[config.mk]
export PLATFORM = sky130hd
export DESIGN_NAME = fetch_stage
export DESIGN_NICKNAME = d
export VERILOG_FILES = /design/src/rtl/fetch_stage.sv
export SDC_FILE = /design/constraint.sdc
export NUM_CORES = 1
export LEC_CHECK = 0
export CORE_MARGIN = 10
export CORE_UTILIZATION = 42
export DETAILED_ROUTE_END_ITERATION = 8
export PLACE_DENSITY = 0.69
export SETUP_SLACK_MARGIN = 0.15
export SYNTH_ARGS = -nofsm -noshare
export SYNTH_HDL_FRONTEND = slang
export SYNTH_SLANG_ARGS = --single-unit
[constraint.sdc]
create_clock -name clk_i -period 3 [get_ports clk_i]
set_clock_uncertainty 0.15 [all_clocks]
set_input_delay 0.6 -clock clk_i [delete_from_list [all_inputs] [get_ports clk_i]]
set_output_delay 0.6 -clock clk_i [all_outputs]
set_load 0.05 [all_outputs]
[src/rtl/fetch_stage.sv]
// fetch_stage -- front-end fetch stage of the tartaruga core.
//
// Owns the fetch PC, presents it to instruction memory (combinational read
// in the same cycle) and captures {pc, instr} pairs into an in-order fetch
// queue that feeds decode over a valid/ready handshake. A redirect flushes
// the queue and reloads the PC from the resolved target.
//
// Optional feature: define FETCH_PERF_CNT_EN to add the perf_fetched_o and
// perf_full_stall_o counter ports.
//
// Ports:
//   clk_i             core clock
//   rst_i             synchronous active-high reset
//   imem_pc_o         fetch address (always pc_q)
//   imem_instr_i      instruction word for imem_pc_o, same cycle
//   redirect_valid_i  redirect pulse; highest priority below reset
//   redirect_pc_i     redirect target (low two bits ignored)
//   decode_valid_o    queue head valid
//   decode_pc_o       PC of queue head
//   decode_instr_o    instruction at queue head
//   decode_ready_i    decode consumes head when valid && ready
//   fq_count_o        queue occupancy
//   perf_fetched_o    (optional) number of pushes, wraps
//   perf_full_stall_o (optional) cycles stalled on a full queue, wraps
module fetch_stage #(
  parameter logic [31:0] RESET_PC = 32'h0000_0000,
  parameter int          FQ_DEPTH = 4
) (
  input  logic                        clk_i,
  input  logic                        rst_i,
  output logic [31:0]                 imem_pc_o,
  input  logic [31:0]                 imem_instr_i,
  input  logic                        redirect_valid_i,
  input  logic [31:0]                 redirect_pc_i,
  output logic                        decode_valid_o,
  output logic [31:0]                 decode_pc_o,
  output logic [31:0]                 decode_instr_o,
  input  logic                        decode_ready_i,
`ifdef FETCH_PERF_CNT_EN
  output logic [31:0]                 perf_fetched_o,
  output logic [31:0]                 perf_full_stall_o,
`endif
  output logic [$clog2(FQ_DEPTH):0]   fq_count_o
);

  localparam int PW = $clog2(FQ_DEPTH);
  localparam int CW = PW + 1;
  localparam logic [CW-1:0] FULL = CW'(FQ_DEPTH);

  typedef struct packed {
    logic [31:0] pc;
    logic [31:0] instr;
  } fq_entry_t;

  fq_entry_t [FQ_DEPTH-1:0] fq_q;
  logic [PW-1:0]            head_q, tail_q;
  logic [CW-1:0]            count_q;
  logic [31:0]              pc_q;

  logic pop, push, full;

  assign full = (count_q == FULL);
  assign pop  = decode_valid_o && decode_ready_i;
  // A pop frees a slot in the same cycle, so a full queue can still accept;
  // this puts decode_ready_i on the pc_q enable path by design.
  assign push = !redirect_valid_i && (!full || pop);

  assign imem_pc_o      = pc_q;
  assign decode_valid_o = (count_q != '0);
  assign decode_pc_o    = fq_q[head_q].pc;
  assign decode_instr_o = fq_q[head_q].instr;
  assign fq_count_o     = count_q;

  always_ff @(posedge clk_i) begin
    if (rst_i) begin
      pc_q    <= RESET_PC;
      head_q  <= '0;
      tail_q  <= '0;
      count_q <= '0;
      fq_q    <= '0;
    end else if (redirect_valid_i) begin
      // Flush: any same-cycle pop is dropped, not delivered.
      pc_q    <= {redirect_pc_i[31:2], 2'b00};
      head_q  <= '0;
      tail_q  <= '0;
      count_q <= '0;
    end else begin
      if (push) begin
        fq_q[tail_q] <= '{pc: pc_q, instr: imem_instr_i};
        tail_q       <= tail_q + 1'b1;
        pc_q         <= pc_q + 32'd4;
      end
      if (pop) head_q <= head_q + 1'b1;
      case ({push, pop})
        2'b10:   count_q <= count_q + CW'(1);
        2'b01:   count_q <= count_q - CW'(1);
        default: count_q <= count_q;
      endcase
    end
  end

`ifdef FETCH_PERF_CNT_EN
  logic [31:0] perf_fetched_q, perf_full_stall_q;

  // Counters survive redirects; only reset clears them.
  always_ff @(posedge clk_i) begin
    if (rst_i) begin
      perf_fetched_q    <= '0;
      perf_full_stall_q <= '0;
    end else begin
      if (push) perf_fetched_q <= perf_fetched_q + 32'd1;
      if (full && !pop && !redirect_valid_i)
        perf_full_stall_q <= perf_full_stall_q + 32'd1;
    end
  end

  assign perf_fetched_o    = perf_fetched_q;
  assign perf_full_stall_o = perf_full_stall_q;
`endif

endmodule

Yosys cells after proc, flatten, opt, wreduce, memory -nomap -nowiden
Cells that the tools add are included.
{ "word_totals": {"input_bits": 68, "ram_bits": 0, "mem_bits_ro": 0, "latch_bits": 0, "output_inout_bits": 100, "wordCells": 44, "reg_bits": 295, "mem_count": 0} }
{ "op_classes": {"n_eq_ne": 3, "n_addsub": 5, "shifts": 0, "n_lt_le_gt_ge": 3, "muxes": 8, "n_reduce_logical": 11, "bitwise": 1, "multipliers": 0, "div_mod_pow": 0} }
{ "ops": {"columns": ["op", "n"], "rows": [
  ["bitwise mux 256 bit", 1],
  ["binary-select mux 64 bit (select 2 bit)", 1],
  ["demux 64 bit (select 2 bit)", 1],
  ["two-way mux 64 bit", 2],
  ["two-way mux 32 bit", 2],
  ["adder 32 x 3 -> 32 bit, second input constant", 1],
  ["< comparator 2 x 3 -> 1 bit, second input constant", 2],
  ["one-hot mux 3 bit (2 select lines)", 1],
  ["adder 2 x 1 -> 2 bit, second input constant", 2],
  ["nonzero test 2 bit", 2],
  ["adder 3 x 1 -> 3 bit, second input constant", 1],
  ["equality test 3 bit, second input constant", 1],
  ["logical AND 1 bit", 3],
  ["nonzero test 3 bit", 1],
  ["subtractor 3 x 1 -> 3 bit, second input constant", 1],
  ["equality test 2 x 1 -> 1 bit, second input constant", 1],
  ["equality test 2 bit, second input constant", 1],
  ["greater-or-equal comparator 2 x 1 -> 1 bit, second input constant", 1],
  ["logical NOT 1 bit", 2],
  ["AND reduction 2 bit", 1],
  ["OR reduction 2 bit", 1],
  ["logical OR 1 bit", 1],
  ["NOT 1 bit", 1]
]} }

Longest topological paths before layout
Gate-level depths: netlist (run 1).
{ "logic_depth": {"depth_word": 6, "depth_mapped": 10, "depth_no_buf": 8} }

Least setup slack after synthesis (run 1)
No wires, ideal clock.
{ "synth_path": {"path_kind": "reg-to-reg", "startpoint": "reg count_q[2] (netlist: fq_count_o[2])", "endpoint": "reg count_q[2] (netlist: fq_count_o[2])", "setup_ns": 0.071, "synth_period_minus_slack_ns": 3.155, "arrival_time_ns": 2.934, "t_required_ns": 2.779, "path_buffers": 2, "stages_incl_launch_ff": 11, "setup_slack_ns": -0.155, "cell_sequence": "dfxtp_1 -> or4b_2 -> buf_2 -> buf_1 -> nand2_1 -> ha_1 -> inv_1 -> fa_1 -> xor2_1 -> or3_1 -> a21oi_1"} }
{ "synth_between": {"elab_chain_cells": 6, "elab_cells_between_ends": 12, "classes_between": "add/sub (2); eq/ne (3); mux (1); reduce/logical (6)"} }
{ "synth_rtl": {"columns": ["element", "line_no", "rtl"], "rows": [
  ["from (decl)", "57", "logic [CW-1:0] count_q;"],
  ["from (signal assigned)", "95", "2'b10: count_q <= count_q + CW'(1);"],
  ["from (signal assigned)", "96", "2'b01: count_q <= count_q - CW'(1);"],
  ["from (signal assigned)", "97", "default: count_q <= count_q;"],
  ["equality test 3 bit or nonzero test 3 bit (tied branches)", "62, 69", null],
  ["logical NOT 1 bit or logical AND 1 bit (tied branches)", "66, 63", null],
  ["logical OR 1 bit", "66", "assign push = !redirect_valid_i && (!full || pop);"],
  ["logical AND 1 bit", "66", null],
  ["equality test 2 x 1 -> 1 bit or equality test 2 bit (tied branches)", "94", "case ({push, pop})"],
  ["one-hot mux 3 bit (2 select lines) or nonzero test 2 bit (tied branches)", null, null]
]} }
Several ways; a longest one is shown, not always the timed one.
A chain may end at the register's enable or synchronous reset.

Final worst setup path (run 1)
{ "layout_path": {"startpoint": "reg pc_q[27] (netlist: imem_pc_o[27])", "endpoint": "out imem_pc_o[27]"} }
{ "layout_lines": {"columns": ["element", "line_no", "rtl"], "rows": [
  ["from (decl)", "58", "logic [31:0] pc_q;"],
  ["from (signal assigned)", "83", "pc_q <= {redirect_pc_i[31:2], 2'b00};"],
  ["from (signal assigned)", "91", "pc_q <= pc_q + 32'd4;"],
  ["to (decl)", "31", "output logic [31:0] imem_pc_o,"]
]} }
No word-level cell between the ends.

==> results.json, run 1 <==
{
  "port_buffers": 161,
  "slowest_delay_ps": 900,
  "r2r_end": "imem_pc_o[17]",
  "hp-class": "flop to flop",
  "dominantRegCellSynth": "dfxtp_1",
  "max_freq_mhz": 360.4,
  "r2r_setup_slack_ps": 330,
  "timing.final.ws_setup_ps": 225.6,
  "clock-root-buffer": "clkbuf_16",
  "tns_ps": 0,
  "synth_cell_types": 46,
  "drt_iter0_markers": 977,
  "dp_hpwl_um": 23450,
  "fin_hold_ws_ps": 300.7,
  "yosys.area.top_type": "dfxtp_1",
  "drc": 0,
  "drtPass1Iterations": 5,
  "hold_start": "fq_q[130]",
  "track_usage": 0.1960,
  "crit_family": "buffers and inverters",
  "max_cap_violations": 0,
  "power.density_nw_per_um2": 575.5,
  "ys_warn_count": 0,
  "syn_to_final_growth_pct": 26.06,
  "clock_path_buffers": 3,
  "cts_buffers": 31,
  "hold_depth": 2,
  "rr_worst_depth": 5,
  "clk_pin_slew_ps": 60,
  "path_cells": "clkdlybuf4s50_1",
  "core_um2": 28630,
  "nFillCells": 2600,
  "synth_area_um2": 12170,
  "synth_edf_count": 0,
  "reg2reg_from": "imem_pc_o[11]",
  "drv_slew": 0,
  "antenna_found_initial": 0,
  "slowest_stage": "clkdlybuf4s50_1",
  "num_rows": 62,
  "tightest_slew_ps": 954.7,
  "antenna_left": 0,
  "clk_latency_ps": 550,
  "cp_data_required_time_ps": 2250,
  "ys_seq_area_frac": 0.4689,
  "grt_pass1_vias": 10751,
  "grt_max_degree": 181,
  "wire_per_inst_um": 18.58,
  "finalPower_mw": 8.827,
  "yosysTopAreaCellShare": 0.4689,
  "whs_endpoint": "fq_q[130]",
  "crit_type": "flop to primary output",
  "die_w_um": 190.2,
  "syn_inst": 1452,
  "finalHoldViolations": 0,
  "via_count": 10873,
  "die_area_um2": 36180,
  "syn_avg_cell_area_um2": 8.380,
  "crit_arrival_ps": 2020,
  "wl_um": 36600,
  "rsz0062_at_grt": "false",
  "status": "complete, no violations",
  "setup_viol": 0,
  "io_pins": 168,
  "period_minus_slack_ps": 2774,
  "grt_first_pass_wirelength_um": 58310,
  "cp_num_buf_inv": 1,
  "nets": 1638,
  "drive_gt1_frac": 0.1539,
  "cts.sinks": 285,
  "gp_congestion": 0.8184,
  "slew_headroom": 0.3636,
  "dpl-instance-area_um2": 14270,
  "vdd_drop_max_uv": 433.0,
  "final_area_um2": 15340,
  "synth_seq_cells": 285,
  "dp_cells": 1912,
  "cp_max_fo": 9,
  "finish.utilization": 0.5358,
  "crit_path_start_kind": "flop",
  "ctsHtreeMaxLevel": 1,
  "cts_tree": "built",
  "fin_crit_sh": 0.9248,
  "grt_overflow": 0,
  "die_h_um": 190.2,
  "synth.area.top_cells": "dfxtp_1 47%, nand2_1 16%, mux4_2 11%",
  "finalNonFillerCells": 1970,
  "cp-end-kind": "primary output",
  "async_flop_share": 0,
  "viasPerCell": 5.519,
  "p_leak_nw": 5.289,
  "start_util": 0.4251,
  "preCtsSetupSlack_ps": -57.82
}
-- timing repair --
action                     in CTS  in global routing
resized for setup               2                  5
buffers inserted                2                  0
gates cloned                    0                  0
hold buffers                    0                  0
setup endpoints to repair      49                  5
pin swaps                       0                  0
-- layer usage --
metal	share of wire	wire length (um)	vias to the layer above	GRT usage
met5	0	0	-	0
met4	0.026	955	0	0.05845
met3	0.069	2521	58	0.03054
met2	0.50	18210	385	0.3383
met1	0.41	14910	5255	0.2477
li1	-	-	5175	-
-- placed cells by master, fill, tap and decap left out, types with 4 or more instances in the layout --
cell type	n
nand2_1	516
dfxtp_1	280
a21oi_1	257
clkdlybuf4s50_1	92
buf_4	84
mux4_2	62
clkbuf_16	31
nor2_1	30
buf_12	25
nand4_1	15
nand3_1	14
or4_1	12
o21ai_0	12
a311oi_1	12
clkbuf_8	12
inv_1	10
or3_1	9
xor2_1	9
o31ai_1	7
a211oi_1	7
clkinv_2	7
and4_1	5
and3_1	5
ha_1	5
dlymetal6s2s_1	5
and3_2	4
nand3_2	4
nor4_1	4
a32oi_1	4
conb_1	4
clkbuf_1	4
-- worst max path at each step --
stage,start,end,slack (ps),cells past startpoint
2_1_floorplan,decode_ready_i,fq_count_o[2],150,10
3_3_place_gp,decode_ready_i,fq_count_o[2],-50,9
3_5_place_dp,decode_ready_i,fq_count_o[2],-60,9
4_1_cts,imem_pc_o[26],imem_pc_o[26],160,1
5_1_grt,imem_pc_o[11],imem_pc_o[24],150,5
6_report,imem_pc_o[27],imem_pc_o[27],230,1
-- registers in the layout (all words and copies together), names as in the netlist --
| signal | cells |
|---|---|
| imem_pc_o | 30 |
| tail_q | 2 |
| fq_count_o | 3 |
| fq_q | 248 |
| head_q | 2 |
-- cell usage after synthesis, drive strengths merged (2+ instances only) --
cell	instances
clkbuf	101
nor4	4
and4	5
a21oi	257
a211oi	7
dfxtp	285
buf	34
mux4	62
or4b	3
and3	9
xnor2	3
o21ai	12
nor2	30
or4	12
o211ai	2
a311oi	12
o31ai	7
a32oi	4
nand2	516
a31oi	2
inv	11
nand4	16
nor3	3
nand3	18
or3	9
ha	6
xor2	9
-- logic make-up after synthesis --
logic type,Yosys count,synth area share
muxes,62,0.1148
other,1,0.0003082
xor gates and xnor gates,12,0.008638
adders and majority gates,7,0.007815
AOI/OAI and AO/OA,310,0.1382
DFF,285,0.4689
and+or+nand+nor,629,0.2130
buffers and inverters,146,0.04843
-- power by group --
group	switching (mW)	total (mW)	internal, mW
clock network	1.49	3.72	2.23
logic	0.701	1.10	0.397
registers	0.109	4.00	3.89
total	2.30	8.83	6.53
-- final cells by class --
cell class	instances	area (um2)	share of cell area
multi-input cells	1024	5922	0.3861
flip-flops and latches	285	5717	0.3727
repair buffers	210	2160	0.1408
clock buffers	46	942.2	0.06142
well taps	384	480.5	0.03132
clock inverters	9	73.82	0.004813
inverters	11	41.29	0.002692
diodes	1	2.502	0.0001631
Note: power is estimated with default switching activity, not from simulation.
==> run 2, diff against run 1 <==
--- a/config.mk
+++ b/config.mk
@@ -8,6 +8,7 @@
 export CORE_MARGIN = 10
 export CORE_UTILIZATION = 42
 export DETAILED_ROUTE_END_ITERATION = 8
+export GPL_TIMING_DRIVEN = 0
 export PLACE_DENSITY = 0.69
 export SETUP_SLACK_MARGIN = 0.15
 export SYNTH_ARGS = -nofsm -noshare
==> run 2 against run 1 <==
Final cell count up 4.4%; clock-buffer cell count down 5; die area unchanged; clock power down 3%; core utilization down 0.62 points; power down 1.5%; sequential cell count unchanged.
==> results.json, run 2 (synthesis results as in run 1) <==
{
  "status": "complete, no violations",
  "rr_worst_depth": 9,
  "drive_gt1_frac": 0.1329,
  "finalNonFillerCells": 2056,
  "multi_input_area_um2": 5893,
  "syn_to_final_growth_pct": 24.60,
  "cp_num_buf_inv": 1,
  "drc": 0,
  "slew_headroom": 0.4259,
  "power.density_nw_per_um2": 573.6,
  "port_buffers": 160,
  "via_count": 11465,
  "setup_viol": 0,
  "final_area_um2": 15160,
  "dp_hpwl_um": 27610,
  "die_h_um": 190.2,
  "swShare": 0.2763,
  "nets": 1723,
  "tightest_slew_ps": 853.2,
  "period_minus_slack_ps": 2824,
  "vdd_drop_max_uv": 438.9,
  "antenna_found_initial": 1,
  "crit_arrival_ps": 2070,
  "ctsHtreeMaxLevel": 1,
  "gp_congestion": 0.8605,
  "start_util": 0.4251,
  "cts.sinks": 285,
  "dp_cells": 1999,
  "fin_crit_sh": 0.9412,
  "nFillCells": 2649,
  "crit_cells": 1,
  "hold_start": "fq_q[35]",
  "clk_latency_ps": 560,
  "final_cell_mix": "515 x nand2_1, 281 x dfxtp_1, 257 x a21oi_1, 98 x clkdlybuf4s50_1, 97 x clkbuf_1",
  "regArea_um2": 5713,
  "p_seq_frac": 0.458,
  "slowest_stage": "clkdlybuf4s50_1",
  "track_usage": 0.2163,
  "max_cap_violations": 0,
  "clock-root-buffer": "clkbuf_16",
  "io_pins": 168,
  "cts_hold_buf": 0,
  "wire_per_inst_um": 19.73,
  "largest_reg_flops": 248,
  "max_freq_mhz": 354.1,
  "cp_data_required_time_ps": 2250,
  "path_cells": "clkdlybuf4s50_1",
  "preCtsSetupSlack_ps": -940.9,
  "reg2reg_from": "fq_count_o[0]",
  "r2r_setup_slack_ps": 300,
  "grt_pass1_vias": 11373,
  "p_int_mw": 6.294,
  "drtPass1Iterations": 6,
  "cp_max_fo": 8,
  "cp-end-kind": "primary output",
  "top_register": "fq_q",
  "p_sw_mw": 2.403,
  "die_area_um2": 36180,
  "p_comb_frac": 0.127,
  "timing.final.ws_setup_ps": 176.3,
  "grt_overflow": 0,
  "cts_buffers": 30,
  "setup.worst_path.start": "imem_pc_o[31]",
  "crit_path_start_kind": "flop",
  "hp-class": "flop to flop",
  "clock_path_buffers": 3,
  "num_rows": 62,
  "crit_family": "buffers and inverters",
  "antenna_left": 0,
  "p_clk_frac": 0.415,
  "finish.utilization": 0.5296,
  "rsz0062_at_grt": "false",
  "dpl-instance-area_um2": 14280,
  "core_um2": 28630,
  "layout_commonest_cell": "nand2_1",
  "grt_max_degree": 20,
  "grt_first_pass_wirelength_um": 63050,
  "finalPower_mw": 8.696,
  "clk_pin_slew_ps": 70,
  "drt_iter0_markers": 1051,
  "die_w_um": 190.2,
  "wl_um": 40560,
  "p_leak_nw": 5.149,
  "r2r_end": "fq_count_o[2]",
  "cts_tree": "built",
  "crit_type": "flop to primary output",
  "slowest_delay_ps": 900,
  "drv_slew": 0,
  "finalHoldViolations": 0,
  "endpoint": "imem_pc_o[31]",
  "viasPerCell": 5.576
}
==> run 2: cell types whose count changed in the layout (fill, tap and decap cells not counted), sizes merged <==
cell,before,now
buf,111,88
bufinv,1,0
clkbuf,47,147
clkdlybuf4s15,0,4
clkdlybuf4s50,92,98
clkinv,8,12
clkinvlp,0,2
dlygate4sd2,1,0
dlymetal6s2s,5,0
==> run 2: cell type report <==
type,instances,share of cell area
antenna,1,0.0001651
inverter,11,0.002723
timing repair buffer,162,0.09078
clock buffer,41,0.05827
multi-input combinational,1024,0.3887
clock inverter,14,0.005199
tap,384,0.03169
sequential,285,0.3768
buffer,134,0.04564
==> run 2: through the flow <==
step           hold WS (ps)  TNS (ps)
2_1_floorplan         283.1         0
3_3_place_gp          288.0    -61200
3_5_place_dp          293.3    -64780
4_1_cts               302.8         0
5_1_grt               318.4         0
6_report              301.6         0
==> run 2: power by group through the flow <==
stage / clock network (mW) / logic, mW / registers, mW
finish: 3.61 / 1.11 / 3.99
global route: 3.80 / 1.17 / 3.99
CTS: 3.63 / 1.10 / 3.98
detailed placement: 0 / 1.13 / 4.07
global placement: 0 / 1.12 / 4.06
floorplan: 0 / 0.583 / 4.14
==> run 2: metal layers <==
layer  global-route usage  part of all wire
met3              0.04243             0.094
met4              0.08207             0.031
met1               0.2758              0.40
met2               0.3559              0.47
met5                    0                 0
==> run 2: what timing repair did <==
action	CTS	global route
buffers inserted	0	1
endpoints found under the setup margin	63	56
resized for setup	348	40
cloned	0	1
==> run 2: how the worst min path moves through the flow <==
stage	depth (start not counted)	slack, ps	to
2_1_floorplan	2	280	fq_q[100]
3_3_place_gp	2	290	fq_q[144]
3_5_place_dp	2	290	fq_q[122]
4_1_cts	2	300	fq_q[114]
5_1_grt	2	320	fq_q[20]
6_report	2	300	fq_q[35]
==> run 3, diff against run 2 <==
--- a/config.mk
+++ b/config.mk
@@ -5,10 +5,10 @@
 export SDC_FILE = /design/constraint.sdc
 export NUM_CORES = 1
 export LEC_CHECK = 0
+export CORE_ASPECT_RATIO = 1.25
 export CORE_MARGIN = 10
 export CORE_UTILIZATION = 42
 export DETAILED_ROUTE_END_ITERATION = 8
-export GPL_TIMING_DRIVEN = 0
 export PLACE_DENSITY = 0.69
 export SETUP_SLACK_MARGIN = 0.15
 export SYNTH_ARGS = -nofsm -noshare
==> run 3 against run 2 <==
Sequential share of layout area fell by 1.1 points; sequential cell count unchanged; first-iteration DRC count fell by 18%; largest cell class unchanged; die area rose by 0.12%; wire length down 11%; worst hold slack worse by 1.3 ps; core utilization rose by 1.9 points; power is 0.93% higher; worst setup slack better by 49 ps.
==> results.json, run 3 (synthesis results as in run 1) <==
{
  "setup_viol": 0,
  "layout_commonest_cell": "nand2_1",
  "cts_hold_buf": 0,
  "gp_congestion": 0.8021,
  "grt_overflow": 0,
  "setup.worst_path.start": "imem_pc_o[29]",
  "grt_max_degree": 60,
  "cp_max_fo": 10,
  "top_register": "fq_q",
  "tns_ps": 0,
  "final_area_um2": 15630,
  "crit_type": "flop to primary output",
  "viasPerCell": 5.542,
  "max_cap_violations": 0,
  "clock_path_buffers": 3,
  "grt_pass1_vias": 10674,
  "core_um2": 28490,
  "max_freq_mhz": 360.4,
  "die_h_um": 210.3,
  "cts.sinks": 285,
  "status": "complete, no violations",
  "clk_pin_slew_ps": 60,
  "crit_family": "buffers and inverters",
  "grt_first_pass_wirelength_um": 57920,
  "drtPass1Iterations": 7,
  "cts_buffers": 28,
  "vdd_drop_max_uv": 355.6,
  "track_usage": 0.1964,
  "clk_latency_ps": 540,
  "cp_num_buf_inv": 1,
  "dp_hpwl_um": 22730,
  "period_minus_slack_ps": 2775,
  "wl_um": 36270,
  "start_util": 0.4271,
  "p_leak_nw": 5.334,
  "io_pins": 168,
  "clock-root-buffer": "clkbuf_16",
  "largest_reg_flops": 248,
  "fin_hold_ws_ps": 300.3,
  "final_cell_mix": "516 x nand2_1, 280 x dfxtp_1, 257 x a21oi_1, 96 x clkdlybuf4s50_1, 69 x buf_4",
  "die_area_um2": 36220,
  "antenna_found_initial": 0,
  "num_rows": 69,
  "nets": 1643,
  "dp_cells": 1887,
  "antenna_left": 0,
  "drv_slew": 0,
  "via_count": 10768,
  "tightest_slew_ps": 648.8,
  "rsz0062_at_grt": "false",
  "port_buffers": 161,
  "path_cells": "clkdlybuf4s50_1",
  "reg2reg_from": "imem_pc_o[12]",
  "hold_start": "fq_q[115]",
  "slew_headroom": 0.5675,
  "ctsHtreeMaxLevel": 1,
  "insertedDiodeCount": 0,
  "slowest_stage": "clkdlybuf4s50_1",
  "crit_path_start_kind": "flop",
  "drive_gt1_frac": 0.1555,
  "die_w_um": 172.2,
  "wire_per_inst_um": 18.67,
  "cp_data_required_time_ps": 2250,
  "power.density_nw_per_um2": 561.8,
  "drt_iter0_markers": 861,
  "drc": 0,
  "fin_crit_sh": 0.9250,
  "finalHoldViolations": 0,
  "slowest_delay_ps": 950,
  "syn_to_final_growth_pct": 28.41,
  "hp-class": "flop to flop",
  "cp-end-kind": "primary output",
  "nFillCells": 2579,
  "finalNonFillerCells": 1943,
  "crit_arrival_ps": 2020,
  "cts_tree": "built",
  "finalPower_mw": 8.777,
  "dpl-instance-area_um2": 14600
}
## run 3: cell count changes in the layout (fill, tap and decap cells not counted), sizes merged
cell	before	now
clkbuf	147	44
buf	88	119
clkinv	12	2
clkdlybuf4s15	4	0
bufinv	0	2
clkdlybuf4s50	98	96
dlymetal6s2s	0	2
clkinvlp	2	3
diode	1	0
## run 3: area by class of cell
type / instances / area, um2 / share of cell area
Tap cell: 355 / 444.2 / 0.02843
Clock inverter: 7 / 92.59 / 0.005926
Inverter: 11 / 41.29 / 0.002643
Multi-Input combinational cell: 1024 / 5952 / 0.3809
Sequential cell: 285 / 5717 / 0.3659
Clock buffer: 43 / 868.3 / 0.05557
Timing Repair Buffer: 218 / 2510 / 0.1606
## run 3: through the flow
stage / worst slack, ps / utilization
after floorplan: 153.6 / -
after global placement: -160.2 / 0.5124
after detailed placement: -132.0 / 0.5124
after CTS: 171.2 / 0.5483
after global routing: 163.8 / 0.5484
final: 225.1 / 0.5484
## run 3: timing repair
| item | CTS | global route |
|---|---|---|
| gates resized for setup | 1 | 2 |
| setup endpoints to repair | 47 | 2 |
| pin swaps | 0 | 0 |
| gates cloned | 0 | 0 |
| setup buffers | 6 | 0 |
## run 3: final timing paths
path,end,cells past startpoint,slack [ps]
max reg2reg,imem_pc_o[19],5,300
min,fq_q[115],2,300
max,imem_pc_o[29],1,230
min reg2reg,fq_q[115],2,300
## run 3: power breakdown
group | total, mW | switching [mW] | internal, mW
sequential | 3.99 | 0.0986 | 3.89
combinational | 1.17 | 0.722 | 0.451
clock | 3.61 | 1.46 | 2.15
## run 3: metal layers
metal	vias to the layer above	global-route usage	wire [um]
met1	5191	0.2489	15120
li1	5183	-	-
met2	348	0.3336	17990
met4	0	0.05747	812
met3	46	0.03403	2337
met5	-	0	0
